===== src/rtl/pcm_tdm_tx.sv =====
// pcm_tdm_tx: compresses a set of 13-bit PCM samples to 8-bit codes and
// serialises them as a TDM frame (sync byte, then channels 0..N-1, MSB first).
module pcm_tdm_tx #(
    parameter int CHANNELS = 4,
    parameter logic [7:0] SYNC_WORD = 8'h9B,
    parameter int INVERT_EVEN = 1
) (
    input  logic                    clk,
    input  logic                    rst,
    input  logic                    bit_en,
    input  logic [13*CHANNELS-1:0]  in_data,
    input  logic                    in_valid,
    output logic                    in_ready,
    output logic                    ser_out,
    output logic                    frame_start,
    output logic [4:0]              ch_idx,
    output logic                    busy
);
    localparam int W = 8 * CHANNELS;

    typedef enum logic [1:0] {IDLE, SYNC, DATA} state_t;

    state_t       state, state_n;
    logic         hold_full, first, reload, last;
    logic [W-1:0] hold_buf, shift_buf, codes;
    logic [2:0]   bit_cnt;
    logic [4:0]   ch;

    function automatic logic [7:0] compress(input logic [12:0] x);
        logic [12:0] a;
        logic [11:0] m;
        logic [2:0]  seg;
        logic [3:0]  q;
        a = x[12] ? 13'(-x) : x;
        m = a[12] ? 12'hFFF : a[11:0];
        seg = 3'd0;
        q = m[4:1];
        for (int k = 5; k < 12; k++)
            if (m[k]) begin
                seg = 3'(k - 4);
                q = 4'(m >> (k - 4));
            end
        return {~x[12], seg, q} ^ (INVERT_EVEN != 0 ? 8'h55 : 8'h00);
    endfunction

    // ch0 lands in the top byte so the frame shifts out of the MSB
    for (genvar c = 0; c < CHANNELS; c++) begin : g_cmp
        assign codes[W-8-8*c +: 8] = compress(in_data[13*c +: 13]);
    end

    always_comb begin
        state_n = state;
        reload = 1'b0;
        last = bit_en && bit_cnt == 3'd0;
        case (state)
            IDLE: begin
                state_n = hold_full ? SYNC : IDLE;
                reload = hold_full;
            end
            SYNC: state_n = last ? DATA : SYNC;
            DATA: if (last && ch == 5'(CHANNELS - 1)) begin
                reload = hold_full;
                state_n = hold_full ? SYNC : IDLE;
            end
            default: state_n = IDLE;
        endcase
        in_ready = !hold_full && !rst;
        busy = state != IDLE;
        frame_start = first;
        ch_idx = state == DATA ? ch : 5'd0;
        ser_out = state == SYNC ? SYNC_WORD[bit_cnt] : state == DATA ? shift_buf[W-1] : 1'b1;
    end

    always_ff @(posedge clk) begin
        if (rst) begin
            state <= IDLE;
            hold_full <= 1'b0;
            hold_buf <= '0;
            shift_buf <= '0;
            bit_cnt <= 3'd7;
            ch <= 5'd0;
            first <= 1'b0;
        end else begin
            state <= state_n;
            first <= reload;
            if (reload) begin
                shift_buf <= hold_buf;
                hold_full <= 1'b0;
                bit_cnt <= 3'd7;
                ch <= 5'd0;
            end else if (busy && bit_en) begin
                bit_cnt <= bit_cnt - 3'd1;
                if (state == DATA) begin
                    shift_buf <= shift_buf << 1;
                    if (bit_cnt == 3'd0) ch <= ch + 5'd1;
                end
            end
            if (in_valid && in_ready) begin
                hold_buf <= codes;
                hold_full <= 1'b1;
            end
        end
    end
endmodule


===== config.mk =====
export PLATFORM = sky130hd
export DESIGN_NAME = pcm_tdm_tx
export DESIGN_NICKNAME = d
export VERILOG_FILES = /design/src/rtl/pcm_tdm_tx.sv
export SDC_FILE = /design/constraint.sdc
export NUM_CORES = 1
export LEC_CHECK = 0
export CELL_PAD_IN_SITES_DETAIL_PLACEMENT = 0
export CELL_PAD_IN_SITES_GLOBAL_PLACEMENT = 1
export CORE_ASPECT_RATIO = 1.5
export CORE_MARGIN = 2
export CORE_UTILIZATION = 45
export CTS_CLUSTER_SIZE = 28
export DETAILED_ROUTE_END_ITERATION = 10
export HOLD_SLACK_MARGIN = 0.08
export PLACE_DENSITY = 0.91
export SLEW_MARGIN = 0
export SYNTH_ARGS = -nofsm -noshare
export SYNTH_HDL_FRONTEND = slang
export SYNTH_SLANG_ARGS = --single-unit

===== constraint.sdc =====
create_clock -name clk -period 5.6 [get_ports clk]
set_input_delay 1.12 -clock clk [delete_from_list [all_inputs] [get_ports clk]]
set_output_delay 1.12 -clock clk [all_outputs]
set_load 0.01 [all_outputs]

==> results.md <==
- Worst setup startpoint: in_data[1]
- Flops & latches, synth: between 70 and 80
- Post-route non-filler standard cell count: 969
- Clk sinks: 77
- Worst Tran Pin Value: between 1 and 1.5 ns
- Vias in the first global route: 5367
- Top cell type's share of synthesized area: a little over a quarter
- Post-CTS Setup Repair Bufs: 0
- Async SR Flop Fraction: 0%
- Antenna Nets Post-Route: 0
- Relative slew margins: 25.9%
- Setup total negative slack: 0 ns
- Mean Syn Cell Area: 7.28 µm²
- Mapped Nets: ~840
- Area growth from synthesis to layout: 17.2%
- CTS tree: built
- Clk slew on worst S/H paths: around 0.060 ns
- Vias: 5903
- Synthesis Warnings: 0
- DIE AREA: between 10000 and 15000 µm²
- Power Dens Cells: approximately 240 nW/µm²
- Residual DRC: 0
- Hold crit path type: flip-flop to flip-flop
- First DRT Iteration DRCs: 337
- Via-to-Cell Ratio: about 6.1
- Placed wire-length estimate: 10700 µm
- RR Startpoint: state[1]
- # port buffers: between 60 and 70
- Worst VDD drop: approximately 0.00015 V
- Critical path class: input pin to flip-flop
- Pre-antenna DRT Iters: 5
- Seq/Total Area, Yosys: a little over a quarter
- Min cycle time layout: 3.89 ns
- # diodes: 0
- Routability Congestion: about 0.9
- Yosys cell types: 73
- Setup violators final: 0
- Share of layout cells above drive strength 1: roughly 5%
- I/O pin count: 65
- Routed WL: 14600 µm
- Top post-synthesis cells by count: 90 x nand2_1, 79 x nor2_1, 77 x dfxtp_1
- Mapped Area: between 5000 and 6000 µm²
- RSZ-0062 raised after global routing: no
- Slew Limit Fails: 0
- Arrival time of the worst setup path: 4.07 ns
- Initial Util: roughly 46%
- Most numerous cell in the Yosys netlist: nand2_1
- Skew-Pair Late Insertion Delay: 0.33 ns
- CTS Hold Bufs: 0
- Tcrit/Tclk final: a little over two thirds
- Largest net degree at the start of global routing: 68
- EDFF count, synth: 0
- Synth Flop Type: dfxtp_1
- CTS Buf Count: 9
- Placed insts: approximately 950
- Core area: ~12000 µm²
- Row Count: 50
- Total gr overflow: 0
- Worst Min Path Start: hold_buf[6]
- Fmax: around 260 MHz
- Root buf cell: clkbuf_16
- Die X: 95.5 µm
- CP Max Fanout: 9
- Cells after synthesis: slightly below 800
- Hold Fails Final Rpt: 0
- First-pass GRT wire length: about 25000 µm
- # resized after CTS: 0
- Startpoint Class: input pin
- Die Ht: 141 µm
- Avg WL per Cell: about 15 µm
- Worst Path Required: approximately 5.8 ns
- Synth area leader: dfxtp_1
- Initial antenna violation count: 0
- CTS H-tree lvls: 3
- Synth top area cells: dfxtp_1 27%, nand2_1 6.0%, a311oi_1 5.6%
- Skew final: just over 0.006 ns
- Clock Tree Buf Depth: 2
- Total of max-cap violations: 0
- Leak Pwr: ~2.3 nW
- Status: finished clean
- Worst setup EP type: flip-flop
- Total global-route track usage: roughly 22%
- Final #Nets: between 800 and 900
critical path: stages:
cell and delay [ns]:
clkdlybuf4s50_1 0.44, inv_1 0.09, ha_1 0.19, nor3b_1 0.61, a31oi_1 0.16, a311oi_1 0.92, nand2b_1 0.22, a21oi_1 0.05
a21oi_1 0.17, a21oi_1 0.08
cells in the final DEF (no fill, tap or decap), types with 25 or more instances in the layout:
master	count
a21oi_1	50
inv_1	25
a311oi_1	36
nand3_1	50
nand2_1	90
dfxtp_1	77
o21ai_0	42
nor2_1	79
clkdlybuf4s50_1	63
flip-flops by register name (all words and copies together) (netlist names), named ones only:
signal / flops
state: 2
shift_buf: 32
hold_full: 1
frame_start: 1
hold_buf: 32
bit_cnt: 3
ch: 5
metal layers:
| metal | vias to the layer above | global-route usage (%) | wire length, µm |
|---|---|---|---|
| li1 | 2981 | - | - |
| met1 | 2762 | 27.3 | 6440 |
| met2 | 136 | 37.6 | 7390 |
| met3 | 24 | 2.66 | 497 |
| met4 | 0 | 8.35 | 301 |
| met5 | - | 0 | 0 |
metrics by stage:
stage	util, %	hold slack (ns)	cell area [µm²]	total power, mW	setup slack [ns]
after floorplan	-	0.432	5660	0.912	2.24
after global placement	51.3	0.445	6350	1.03	1.50
after detailed placement	51.3	0.446	6350	1.04	1.42
after CTS	53.5	0.452	6630	1.58	1.78
after global routing	53.5	0.486	6630	1.65	1.43
final	53.5	0.455	6630	1.57	1.71
layout make-up:
type / instances / area (µm²)
Clock buffer: 12 / 256
Clock inverter: 4 / 22.5
Fill cell: 1194 / 5760
Inverter: 26 / 97.6
Multi-Input combinational cell: 622 / 3820
Sequential cell: 77 / 1540
Tap cell: 156 / 195
Timing Repair Buffer: 72 / 696
final timing paths:
| path | to | slack [ns] | cells past startpoint |
|---|---|---|---|
| setup / recovery | hold_buf[27] | 1.71 | 10 |
| hold / removal | hold_buf[6] | 0.45 | 2 |
| setup reg to reg | ch[4] | 3.31 | 7 |
| hold reg to reg | hold_buf[6] | 0.45 | 2 |
cell families after synthesis:
logic type / Yosys count / synth area share [%]
and+or+nand+nor: 313 / 26.4
AOI/OAI and AO/OA: 255 / 31.9
buffers and inverters: 78 / 5.26
DFF: 77 / 27.3
xor gates and xnor gates: 35 / 5.42
muxes: 11 / 1.99
adders and majority gates: 8 / 1.77
power breakdown:
part / leakage [nW] / switching, mW / internal (mW)
combinational: 1.58 / 0.240 / 0.165
sequential: 0.632 / 0.0266 / 0.600
clock: 0.138 / 0.215 / 0.322
(Power assumes the default switching activity.)
